$ cat src/rtl/reg_file_arbiter_if.sv
// Two-port request/response bus plus register-file side signals of the arbiter.
// The arbiter uses the slave modport; the requesters and register file sit on the master side.
interface reg_file_arbiter_if #(
  parameter int DATA_W = 8
);
  logic              req0;
  logic              req1;
  logic              we0;
  logic              we1;
  logic [3:0]        addr0;
  logic [3:0]        addr1;
  logic [DATA_W-1:0] wdata0;
  logic [DATA_W-1:0] wdata1;
  logic              gnt0;
  logic              gnt1;
  logic              done0;
  logic              done1;
  logic [DATA_W-1:0] rdata0;
  logic [DATA_W-1:0] rdata1;
  logic              err0;
  logic              err1;
  logic [3:0]        rf_addr;
  logic              rf_ce;
  logic [DATA_W-1:0] rf_data_in;
  logic [DATA_W-1:0] rf_data_out;

  modport slave (
    input  req0, req1, we0, we1, addr0, addr1, wdata0, wdata1, rf_data_out,
    output gnt0, gnt1, done0, done1, rdata0, rdata1, err0, err1,
           rf_addr, rf_ce, rf_data_in
  );

  modport master (
    output req0, req1, we0, we1, addr0, addr1, wdata0, wdata1, rf_data_out,
    input  gnt0, gnt1, done0, done1, rdata0, rdata1, err0, err1,
           rf_addr, rf_ce, rf_data_in
  );
endinterface

$ cat src/rtl/reg_file_arbiter.sv
// Round-robin two-port arbiter for a registered-read register file: grant, issue, respond (3 cycles).
// Grant is combinational in IDLE; a requester simply holds REQ until granted, no other backpressure.
module reg_file_arbiter #(
  parameter int NUM_REGS = 4,
  parameter int DATA_W   = 8
) (
  input logic               CLK,
  input logic               RSTN,
  reg_file_arbiter_if.slave bus
);

  typedef enum logic [1:0] {IDLE, ISSUE, RESP} state_t;

  state_t            state;
  logic              last;
  logic              cmd_port;
  logic              cmd_we;
  logic [3:0]        cmd_addr;
  logic              done0_q;
  logic              done1_q;
  logic              err_q;
  logic              rf_ce_q;
  logic [3:0]        rf_addr_q;
  logic [DATA_W-1:0] rf_data_in_q;

  logic              any_req;
  logic              win;
  logic              sel_we;
  logic [3:0]        sel_addr;
  logic [DATA_W-1:0] sel_wdata;
  logic              sel_in_range;
  logic              cmd_in_range;
  logic              grant_ok;
  logic              rd_ok;

  // On a tie the port that did not win last time gets the grant.
  assign any_req      = bus.req0 | bus.req1;
  assign win          = (bus.req0 & bus.req1) ? ~last : bus.req1;
  assign sel_we       = win ? bus.we1    : bus.we0;
  assign sel_addr     = win ? bus.addr1  : bus.addr0;
  assign sel_wdata    = win ? bus.wdata1 : bus.wdata0;
  assign sel_in_range = ({28'd0, sel_addr} < 32'(NUM_REGS));
  assign cmd_in_range = ({28'd0, cmd_addr} < 32'(NUM_REGS));

  assign grant_ok = RSTN & (state == IDLE) & any_req;
  assign bus.gnt0 = grant_ok & ~win;
  assign bus.gnt1 = grant_ok &  win;

  // Read data is only forwarded for in-range reads during the winner's DONE cycle.
  assign rd_ok      = ~cmd_we & ~err_q;
  assign bus.done0  = done0_q;
  assign bus.done1  = done1_q;
  assign bus.err0   = done0_q & err_q;
  assign bus.err1   = done1_q & err_q;
  assign bus.rdata0 = (done0_q & rd_ok) ? bus.rf_data_out : '0;
  assign bus.rdata1 = (done1_q & rd_ok) ? bus.rf_data_out : '0;

  assign bus.rf_addr    = rf_addr_q;
  assign bus.rf_ce      = rf_ce_q;
  assign bus.rf_data_in = rf_data_in_q;

  always_ff @(posedge CLK) begin
    if (!RSTN) begin
      state        <= IDLE;
      last         <= 1'b1;
      cmd_port     <= 1'b0;
      cmd_we       <= 1'b0;
      cmd_addr     <= '0;
      done0_q      <= 1'b0;
      done1_q      <= 1'b0;
      err_q        <= 1'b0;
      rf_ce_q      <= 1'b0;
      rf_addr_q    <= '0;
      rf_data_in_q <= '0;
    end else begin
      case (state)
        IDLE: begin
          if (any_req) begin
            state        <= ISSUE;
            cmd_port     <= win;
            cmd_we       <= sel_we;
            cmd_addr     <= sel_addr;
            last         <= win;
            rf_addr_q    <= sel_addr;
            rf_data_in_q <= sel_wdata;
            rf_ce_q      <= sel_we & sel_in_range;
          end
        end
        ISSUE: begin
          state        <= RESP;
          rf_ce_q      <= 1'b0;
          rf_data_in_q <= '0;
          done0_q      <= ~cmd_port;
          done1_q      <= cmd_port;
          err_q        <= ~cmd_in_range;
        end
        RESP: begin
          state     <= IDLE;
          done0_q   <= 1'b0;
          done1_q   <= 1'b0;
          err_q     <= 1'b0;
          rf_addr_q <= '0;
        end
        default: state <= IDLE;
      endcase
    end
  end

endmodule
$ cat src/flat_wrapper.sv
// flat-port wrapper written by rule: the top's interface ports become plain ports
module reg_file_arbiter_flat 
#(
  parameter int NUM_REGS = 4,
  parameter int DATA_W   = 8
)
  (CLK, RSTN, bus_req0, bus_req1, bus_we0, bus_we1, bus_addr0, bus_addr1, bus_wdata0, bus_wdata1, bus_rf_data_out, bus_gnt0, bus_gnt1, bus_done0, bus_done1, bus_rdata0, bus_rdata1, bus_err0, bus_err1, bus_rf_addr, bus_rf_ce, bus_rf_data_in);
  reg_file_arbiter_if #(.DATA_W(DATA_W)) bus_i ();
  input logic CLK;
  input logic RSTN;
  input wire logic [$bits(bus_i.req0)-1:0] bus_req0;
  input wire logic [$bits(bus_i.req1)-1:0] bus_req1;
  input wire logic [$bits(bus_i.we0)-1:0] bus_we0;
  input wire logic [$bits(bus_i.we1)-1:0] bus_we1;
  input wire logic [$bits(bus_i.addr0)-1:0] bus_addr0;
  input wire logic [$bits(bus_i.addr1)-1:0] bus_addr1;
  input wire logic [$bits(bus_i.wdata0)-1:0] bus_wdata0;
  input wire logic [$bits(bus_i.wdata1)-1:0] bus_wdata1;
  input wire logic [$bits(bus_i.rf_data_out)-1:0] bus_rf_data_out;
  output wire logic [$bits(bus_i.gnt0)-1:0] bus_gnt0;
  output wire logic [$bits(bus_i.gnt1)-1:0] bus_gnt1;
  output wire logic [$bits(bus_i.done0)-1:0] bus_done0;
  output wire logic [$bits(bus_i.done1)-1:0] bus_done1;
  output wire logic [$bits(bus_i.rdata0)-1:0] bus_rdata0;
  output wire logic [$bits(bus_i.rdata1)-1:0] bus_rdata1;
  output wire logic [$bits(bus_i.err0)-1:0] bus_err0;
  output wire logic [$bits(bus_i.err1)-1:0] bus_err1;
  output wire logic [$bits(bus_i.rf_addr)-1:0] bus_rf_addr;
  output wire logic [$bits(bus_i.rf_ce)-1:0] bus_rf_ce;
  output wire logic [$bits(bus_i.rf_data_in)-1:0] bus_rf_data_in;
  assign bus_i.req0 = bus_req0;
  assign bus_i.req1 = bus_req1;
  assign bus_i.we0 = bus_we0;
  assign bus_i.we1 = bus_we1;
  assign bus_i.addr0 = bus_addr0;
  assign bus_i.addr1 = bus_addr1;
  assign bus_i.wdata0 = bus_wdata0;
  assign bus_i.wdata1 = bus_wdata1;
  assign bus_i.rf_data_out = bus_rf_data_out;
  assign bus_gnt0 = bus_i.gnt0;
  assign bus_gnt1 = bus_i.gnt1;
  assign bus_done0 = bus_i.done0;
  assign bus_done1 = bus_i.done1;
  assign bus_rdata0 = bus_i.rdata0;
  assign bus_rdata1 = bus_i.rdata1;
  assign bus_err0 = bus_i.err0;
  assign bus_err1 = bus_i.err1;
  assign bus_rf_addr = bus_i.rf_addr;
  assign bus_rf_ce = bus_i.rf_ce;
  assign bus_rf_data_in = bus_i.rf_data_in;
  reg_file_arbiter #(.NUM_REGS(NUM_REGS), .DATA_W(DATA_W)) u_core (.CLK(CLK), .RSTN(RSTN), .bus(bus_i));
endmodule
$ cat config.mk
export PLATFORM = sky130hd
export DESIGN_NAME = reg_file_arbiter_flat
export DESIGN_NICKNAME = d
export VERILOG_FILES = /design/src/rtl/reg_file_arbiter_if.sv /design/src/rtl/reg_file_arbiter.sv /design/src/flat_wrapper.sv
export SDC_FILE = /design/constraint.sdc
export NUM_CORES = 1
export LEC_CHECK = 0
export ABC_AREA = 1
export BUFFER_PORTS_ARGS = -buffer_cell sky130_fd_sc_hd__buf_2
export CAP_MARGIN = 10
export CORE_MARGIN = 10
export CORE_UTILIZATION = 40
export CTS_BUF_LIST = sky130_fd_sc_hd__clkbuf_2
export CTS_CLUSTER_SIZE = 20
export DETAILED_ROUTE_END_ITERATION = 12
export PLACE_DENSITY = 0.77
export RECOVER_POWER = 25
export SYNTH_ARGS = -nofsm -noshare
export SYNTH_HDL_FRONTEND = slang
export SYNTH_SLANG_ARGS = --single-unit
$ cat constraint.sdc
create_clock -name CLK -period 1.2 [get_ports CLK]
set_input_delay 0 -clock CLK [delete_from_list [all_inputs] [get_ports CLK]]
set_output_delay 0 -clock CLK [all_outputs]
set_load 0.05 [all_outputs]
---- Yosys cells after proc, flatten, opt, wreduce, memory -nomap -nowiden ----
Index checks and enable logic that the tools add are counted.
word-level totals
  output and inout bits ................... 35
  input bits .............................. 38
  logic and storage cells ................. 58
  flip-flop bits (word level) ............. 25
cells by class
  order comparisons ....................... 2
  bitwise logic cells ..................... 18
  muxes and demuxes ....................... 17
  equal/unequal tests ..................... 3
  reduce and logical (&&, ||, !) cells .... 7
operators with widths
  cell                                                                     number
  8-bit 2-to-1 mux                                                         4
  8-bit one-hot mux with 2 select lines                                    1
  1-bit bitwise AND                                                        11
  4-bit by 3-bit < comparator with 1-bit output, second input constant     2
  4-bit 2-to-1 mux                                                         2
  1-bit one-hot mux with 2 select lines                                    4
  4-bit one-hot mux with 2 select lines                                    1
  1-bit NOT                                                                6
  2-bit AND reduction                                                      3
  2-bit nonzero test                                                       3
  2-bit one-hot mux with 2 select lines                                    1
  1-bit 2-to-1 mux                                                         3
  2-bit by 1-bit == test with 1-bit output, second input constant          1
  2-bit == test, second input constant                                     1
  2-bit logical NOT                                                        1
  2-bit 2-to-1 mux                                                         1
  2-bit by 1-bit inequality test with 1-bit output, second input constant  1
  1-bit OR                                                                 1

---- Longest topological paths before layout ----
Gate-level depths: netlist of the first run.
  word-level depth ........................ 7
  mapped depth ............................ 8
  depth with buffers taken out ............ 8

---- Least setup slack after synthesis of the first run ----
Ideal clock, no wire load.
  kind .................................... register to output
  start point ............................. register u_core.state[0]
  end point ............................... output bus_gnt0
  path buffers ............................ 0
  arrival time ............................ 2.004 ns
  setup slack ............................. -0.804 ns
  required time ........................... 1.200 ns
  stages on the path, launching flop included .. 7
  cell sequence ........................... dfxtp_1 inv_1 ha_1 inv_2 nor2_8 inv_2 nor3_1
on the way
  longest elaborated chain between the ends .. 4
ends and longest elaborated chain
  element                         RTL line                RTL
  start, declared                 reg_file_arbiter.sv:14  state_t state;
  start signal, assigned          reg_file_arbiter.sv:64  state <= IDLE;
  start signal, assigned          reg_file_arbiter.sv:79  state <= ISSUE;
  start signal, assigned          reg_file_arbiter.sv:90  state <= RESP;
  2-bit logical NOT               reg_file_arbiter.sv:45  assign grant_ok = RSTN & (state == IDLE) & any_req;
  1-bit bitwise AND (2 in a row)  reg_file_arbiter.sv:45
  1-bit bitwise AND               reg_file_arbiter.sv:46  assign bus.gnt0 = grant_ok & ~win;
  end, declared                   flat_wrapper.sv:20      output wire logic [$bits(bus_i.gnt0)-1:0] bus_gnt0;
No other way between the ends.

---- Worst setup path in the final report of the first run ----
  start point ............................. register u_core.last
  end point ............................... register u_core.rf_data_in_q[6], in the netlist u_core.bus.rf_data_in[6]
on the way
  longest elaborated chain between the ends .. 5
ends and longest elaborated chain
  element                                RTL line                RTL
  start, declared                        reg_file_arbiter.sv:15  logic last;
  start signal, assigned                 reg_file_arbiter.sv:83  last <= win;
  1-bit NOT                              reg_file_arbiter.sv:38  assign win = (bus.req0 & bus.req1) ? ~last : bus.req1;
  1-bit 2-to-1 mux                       reg_file_arbiter.sv:38
  8-bit 2-to-1 mux                       reg_file_arbiter.sv:41  assign sel_wdata = win ? bus.wdata1 : bus.wdata0;
  8-bit 2-to-1 mux                       reg_file_arbiter.sv:78  if (any_req) begin
  8-bit one-hot mux with 2 select lines  reg_file_arbiter.sv:76  case (state)
  end signal, assigned                   reg_file_arbiter.sv:85  rf_data_in_q <= sel_wdata;
  end, declared                          reg_file_arbiter.sv:24  logic [DATA_W-1:0] rf_data_in_q;
No other way between the ends. The select of a mux whose other input is x is not followed.
A chain may end at the register's enable or synchronous reset.

==> results of run 1 <==
-- cell usage after synthesis --
cell type	instances
or2_0	1
nand2_2	3
inv_2	2
o21ai_0	3
nand2_1	44
dfxtp_1	23
inv_1	23
ha_1	4
nand3b_1	1
o21ai_1	1
a21oi_1	22
nor2_8	1
nand3_1	10
nor2_1	37
buf_4	1
nor3_1	1
nor2_4	1
o21ai_2	1
clkbuf_1	2
or2_2	9
o211ai_1	1
-- tightest hold or removal path: cells and delay by family --
family	cells	cell delay, ns
simple gates	2	0.15
buf+inv	1	0.07
compound gates	1	0.11
-- layout make-up --
cell class | count | area, um2
Clock buffer | 4 | 20.0
Fill cell | 135 | 345
Inverter | 25 | 115
Multi-Input combinational cell | 142 | 1090
Sequential cell | 23 | 474
Tap cell | 44 | 55.1
Timing Repair Buffer | 115 | 932
-- registers in the layout, indices dropped and copies added (netlist names) --
signal                 count
u_core.cmd_we              1
u_core.bus.rf_addr         4
u_core.state               2
u_core.cmd_addr            2
u_core.cmd_port            1
u_core.err_q               1
u_core.bus.rf_data_in      8
u_core.last                1
u_core.bus.rf_ce           1
u_core.bus.done0           1
u_core.bus.done1           1
-- through the flow --
step / setup TNS, ns / area [um2] / worst slack [ns]
4_1_cts: -4.77 / 2360 / -0.241
3_3_place_gp: -0.469 / 1940 / -0.0688
3_5_place_dp: -0.864 / 1940 / -0.100
5_1_grt: -9.14 / 2680 / -0.374
6_report: -6.79 / 2680 / -0.316
2_1_floorplan: -0.0678 / 1430 / -0.0678
-- routing by layer --
layer | share of wire | GRT usage | up-vias
met4 | 0.045 | 0.105 | 0
met2 | 0.55 | 0.352 | 83
met5 | 0 | 0 | -
met1 | 0.33 | 0.168 | 821
li1 | - | - | 836
met3 | 0.080 | 0.0638 | 25
-- worst max path at each step --
stage | start | end | slack [ns] | depth (start not counted)
global route | u_core.last | u_core.bus.rf_data_in[6] | -0.37 | 8
finish | u_core.last | u_core.bus.rf_data_in[6] | -0.32 | 8
detailed placement | u_core.last | bus_gnt1 | -0.10 | 6
floorplan | u_core.state[1] | bus_gnt0 | -0.07 | 6
CTS | u_core.state[0] | bus_gnt0 | -0.24 | 7
global placement | u_core.last | bus_gnt1 | -0.07 | 6
-- repair_timing --
| item | in CTS | in global routing |
|---|---|---|
| pin swaps | 9 | 13 |
| hold buffers | 13 | 0 |
| buffers inserted | 9 | 9 |
| hold endpoints to repair | 14 | 0 |
| cloned | 1 | 1 |
| setup endpoints to repair | 37 | 43 |
| resized for setup | 62 | 72 |
-- where the power goes --
group	switching, W	total, W	internal [W]
clock	0.000235	0.000323	0.0000881
combinational	0.00115	0.00190	0.000753
sequential	0.0000791	0.000944	0.000865
-- logic make-up (layout without fill, tap and decap cells) --
group / after synthesis / in the layout
buf+inv: 28 / 144
flops: 23 / 23
compound gates: 28 / 29
fa+ha+maj: 4 / 4
simple gates: 108 / 109
==> impl_metrics.py, run 1 <==
metrics = {
    "critical_path": {
        "cpPeakStageDelay_ns": 0.39,
        "crit_slowest_cell": "dfxtp_2",
        "crit_type": "reg2reg",
        "endpoint_kind": "flip-flop",
        "path_delay_family": "simple AND/OR/NAND/NOR gates",
        "reg2reg_to": "u_core.bus.rf_data_in[6]",
        "ff2ff_path_depth": 8,
        "rrSetupSlack_ns": -0.32,
        "reg2reg_from": "u_core.last",
        "cp_cell_sequence": "nand2_2 -> nand2_2 -> clkinvlp_4 -> buf_4 -> buf_4 -> or2_2 -> nand2_1 -> a21oi_1",
        "worstPathArrival_ns": 1.77,
        "start_kind": "flip-flop",
        "cp_max_fo": 4,
        "cp_num_buf_inv": 3,
        "cp.required_ns": 1.45,
    },
    "clocking": {
        "h-tree-depth": 1,
        "cts_sinks": 23,
        "insertion_delay_ns": 0.34,
        "root_buffer": "clkbuf_2",
        "cts_tree": "done",
        "cts_buffers": 3,
        "clk_pin_slew_ns": 0.22,
        "clock_path_buffers": 2,
    },
    "hold_path": {
        "hold_depth": 4,
        "holdCritPathClass": "in2reg",
        "min_to": "u_core.bus.rf_data_in[5]",
        "min_from": "bus_wdata0[5]",
    },
    "logic_synthesis": {
        "yosys.area_share.adder": 0.0402,
        "synthTopCellsByArea": "dfxtp_1 (37%), nand2_1 (13%), nor2_1 (11%)",
        "synth.avg_cell_area_um2": 6.52,
        "ys_types": 21,
        "synth.area.mux_share": 0,
        "synth_xor_area_frac": 0,
        "synth_top_family_by_area": "simple AND/OR/NAND/NOR gates",
        "synth_seq_cells": 23,
        "ys_seq_area_frac": 0.370,
        "syn_area_um2": 1240,
        "syn_inst": 191,
        "synth_top_area_cell": "dfxtp_1",
        "synth_top_area_share": 0.370,
        "synth_nets": 233,
        "synth_compound_area_frac": 0.118,
        "yosys_warnings": 0,
        "yosys.area_share.simple": 0.385,
    },
    "timing": {
        "worstMarginPinSlew_ns": 0.305,
        "setup_viol": 40,
        "drv_slew": 0,
        "hold_viol_final": 0,
        "min_period_ns": 1.52,
        "hold_slack_ns": 0.00909,
        "skew_ns": 0.00991,
        "layout_setup_ws_ns": -0.316,
        "rsz0062_at_grt": "yes",
        "period_share": 1.26,
        "max_freq_ghz": 0.660,
        "slew_headroom": 0.796,
    },
    "drt": {
        "ant_nets": 0,
        "wirelength_um": 6470,
        "wl_per_cell_um": 18.3,
        "drc": 0,
        "drt_iter0_drc": 64,
        "num_vias": 1765,
        "dr.pass1.iters": 4,
        "vias_per_cell": 5.00,
    },
    "global_routing": {
        "grt_use_total": 0.186,
        "grt_max_degree": 22,
        "grt_overflow_total": 0,
        "grt_pass1_vias": 1757,
        "grt_pass1_wl_um": 8080,
        "antenna_found_initial": 0,
    },
    "placed_design": {
        "hpwl_um": 3340,
        "dpl.cell_count": 317,
        "placement.io_buffers": 72,
        "place.gp.congestion": 0.835,
    },
    "floorplan": {
        "die-area_um2": 5740,
        "num_rows": 20,
        "initial_core_util": 0.411,
        "die_h_um": 75.8,
        "die_w_um": 75.8,
        "io-pin-count": 73,
        "core_region_area_um2": 3030,
    },
    "flow_run": {
        "cap_violations": 0,
    },
    "layout": {
        "synthToLayoutAreaGrowth_pct": 115,
        "fin_util": 0.886,
        "layout_commonest_cell": "buf_2",
        "drive_gt1_frac": 0.638,
        "nets": 352,
        "n_antenna_cell": 0,
        "final_cells": 353,
        "mostFrequentLayoutCells": "buf_2 (48), nand2_1 (35), nor2_4 (21), buf_6 (21), buf_4 (18)",
    },
    "pwr": {
        "power_w": 0.00317,
        "peakVddDrop_v": 0.000818,
        "leakage_nw": 1.24,
        "p_per_area_nw_per_um2": 1180,
    },
    "outcome": {
        "status": "finished with violations",
        "failed_checks": "setup timing",
    },
}
Power figures use the tool's default switching activity.
==> run 2: changes to the inputs <==
--- a/config.mk
+++ b/config.mk
@@ -9,12 +9,12 @@
 export BUFFER_PORTS_ARGS = -buffer_cell sky130_fd_sc_hd__buf_2
 export CAP_MARGIN = 10
 export CORE_MARGIN = 10
-export CORE_UTILIZATION = 40
+export CORE_UTILIZATION = 45
 export CTS_BUF_LIST = sky130_fd_sc_hd__clkbuf_2
 export CTS_CLUSTER_SIZE = 20
 export DETAILED_ROUTE_END_ITERATION = 12
-export PLACE_DENSITY = 0.77
-export RECOVER_POWER = 25
+export GPL_ROUTABILITY_DRIVEN = 1
+export PLACE_DENSITY = 0.82
 export SYNTH_ARGS = -nofsm -noshare
 export SYNTH_HDL_FRONTEND = slang
 export SYNTH_SLANG_ARGS = --single-unit
==> constraint.sdc (replaced) <==
create_clock -name CLK -period 1.7 [get_ports CLK]
set_input_delay 0 -clock CLK [delete_from_list [all_inputs] [get_ports CLK]]
set_output_delay 0 -clock CLK [all_outputs]
set_load 0.05 [all_outputs]
==> run 2 against run 1 <==
The flow now finishes without violations. Power down 49%. Clock-buffer cell count stayed put. Worst hold slack gained 0.00091 ns. Setup slack improved by 0.44 ns. Cell count fell by 13%. Sequential power down 32%. Combinational power is 60% lower. Critical path depth decreased by 1. Routed wire length fell by 40%. First-iteration DRC count fell by 50%. Largest cell class unchanged.
==> impl_metrics.py, run 2 (synthesized netlist as in run 1, its figures left out) <==
metrics = {
    "clocking": {
        "clk_pin_slew_ns": 0.21,
        "cts_tree": "done",
        "h-tree-depth": 1,
        "root_buffer": "clkbuf_2",
        "cts_sinks": 23,
        "clock_path_buffers": 2,
        "cts_buffers": 3,
        "insertion_delay_ns": 0.33,
    },
    "layout": {
        "fillers": 251,
        "drive_gt1_frac": 0.371,
        "mostFrequentLayoutCells": "buf_2 (71), nand2_1 (44), nor2_1 (37)",
        "final_cells": 306,
        "layout_commonest_cell": "buf_2",
        "nets": 318,
        "fin_util": 0.661,
        "n_antenna_cell": 0,
        "synthToLayoutAreaGrowth_pct": 43.9,
        "largest_reg_flops": 8,
    },
    "floorplan": {
        "die_h_um": 72.6,
        "num_rows": 19,
        "die_w_um": 72.6,
        "die-area_um2": 5270,
        "core_region_area_um2": 2710,
        "initial_core_util": 0.459,
        "io-pin-count": 73,
    },
    "critical_path": {
        "crit_slowest_cell": "dfxtp_1",
        "start_kind": "flip-flop",
        "cp_max_fo": 8,
        "worstPathArrival_ns": 1.58,
        "cp_cell_sequence": "inv_2 -> ha_4 -> inv_2 -> nor2_8 -> inv_2 -> nor3_4 -> buf_6",
        "path_delay_family": "buffers and inverters",
        "cp_common_cell": "inv_2",
        "cp.required_ns": 1.70,
        "ff2ff_path_depth": 7,
        "cp_num_buf_inv": 4,
        "cpPeakStageDelay_ns": 0.37,
        "crit_type": "reg2out",
        "endpoint_kind": "primary output",
        "cp.depth": 7,
    },
    "timing": {
        "skew_ns": 0.0128,
        "setup_viol": 0,
        "period_share": 0.928,
        "hold_slack_ns": 0.0100,
        "drv_slew": 0,
        "slew_headroom": 0.601,
        "max_freq_ghz": 0.634,
        "rsz0062_at_grt": "no",
        "setup_tns_ns": 0,
        "layout_setup_ws_ns": 0.123,
        "worstMarginPinSlew_ns": 0.598,
        "min_period_ns": 1.58,
        "hold_viol_final": 0,
    },
    "flow_run": {
        "cap_violations": 0,
    },
    "outcome": {
        "status": "completed",
    },
    "global_routing": {
        "grt_overflow_total": 0,
        "grt_max_degree": 19,
        "grt_use_total": 0.130,
        "antenna_found_initial": 0,
        "grt_pass1_vias": 1346,
        "grt_pass1_wl_um": 5820,
    },
    "pwr": {
        "power.switching_w": 0.000734,
        "pwr-share-seq": 0.396,
        "p_clk_frac": 0.134,
        "peakVddDrop_v": 0.000640,
        "combPwrFrac": 0.471,
        "p_per_area_nw_per_um2": 910,
        "p_int_w": 0.000896,
        "leakage_nw": 0.992,
        "p_sw_frac": 0.450,
    },
    "drt": {
        "vias_per_cell": 4.79,
        "wirelength_um": 3860,
        "wl_per_cell_um": 12.6,
        "drt_iter0_drc": 32,
        "dr.pass1.iters": 4,
        "num_vias": 1465,
        "ant_nets": 0,
        "drc": 0,
    },
    "hold_path": {
        "hold_depth": 4,
        "holdCritPathClass": "in2reg",
    },
    "placed_design": {
        "dpl.cell_count": 293,
        "place.gp.congestion": 0.733,
        "placement.io_buffers": 72,
        "hpwl_um": 2960,
        "dp_slack_ns": 0.212,
    },
}
[run 2: power groups by stage]
| stage | combinational [W] | sequential [W] | clock (W) |
|---|---|---|---|
| after CTS | 0.000756 | 0.000643 | 0.000223 |
| after global routing | 0.000832 | 0.000654 | 0.000253 |
| after floorplan | 0.000397 | 0.000793 | 0 |
| final | 0.000767 | 0.000645 | 0.000218 |
| after global placement | 0.000714 | 0.000651 | 0 |
| after detailed placement | 0.000721 | 0.000654 | 0 |
[run 2: final timing paths]
path	slack (ns)	end	startpoint
max	0.12	bus_gnt0	u_core.state[1]
min	0.01	u_core.bus.rf_data_in[6]	bus_wdata0[6]
max reg2reg	0.22	u_core.bus.rf_data_in[0]	u_core.last
min reg2reg	0.48	u_core.bus.rf_data_in[1]	u_core.bus.rf_data_in[1]
[run 2: what timing repair did]
action | in CTS | in global routing
pin swaps | 0 | 1
resized for setup | 5 | 5
hold endpoints to repair | 11 | 0
buffers inserted | 0 | 1
hold buffers | 8 | 0
endpoints found under the setup margin | 2 | 2
[run 2: routing by layer]
metal	vias up	wire length, um	track usage
met3	4	376	0.0408
met2	60	1900	0.239
met4	0	30	0.0443
li1	758	-	-
met1	643	1560	0.136
met5	-	0	0
[run 2: area by class of cell]
type	instances	area [um2]	share of cell area
multi-input cells	140	704	0.393
repair buffers	83	469	0.262
flip-flops and latches	23	462	0.258
inverters	25	97.6	0.0545
well taps	31	38.8	0.0216
clock buffers	4	20.0	0.0112
[run 2: metrics by stage]
step                      total power [W]  cell area [um2]
after global placement            0.00136             1650
final                             0.00163             1790
after detailed placement          0.00137             1650
after CTS                         0.00162             1770
after global routing              0.00174             1790
after floorplan                   0.00119             1250
[run 2: worst reg2reg max path: stages, from the launching register on]
cell        delay [ns]
dfxtp_1           0.37
nand2_1           0.13
nand2_4           0.15
clkinvlp_4        0.14
buf_4             0.18
or2_2             0.27
nand2_1           0.08
a21oi_1           0.07
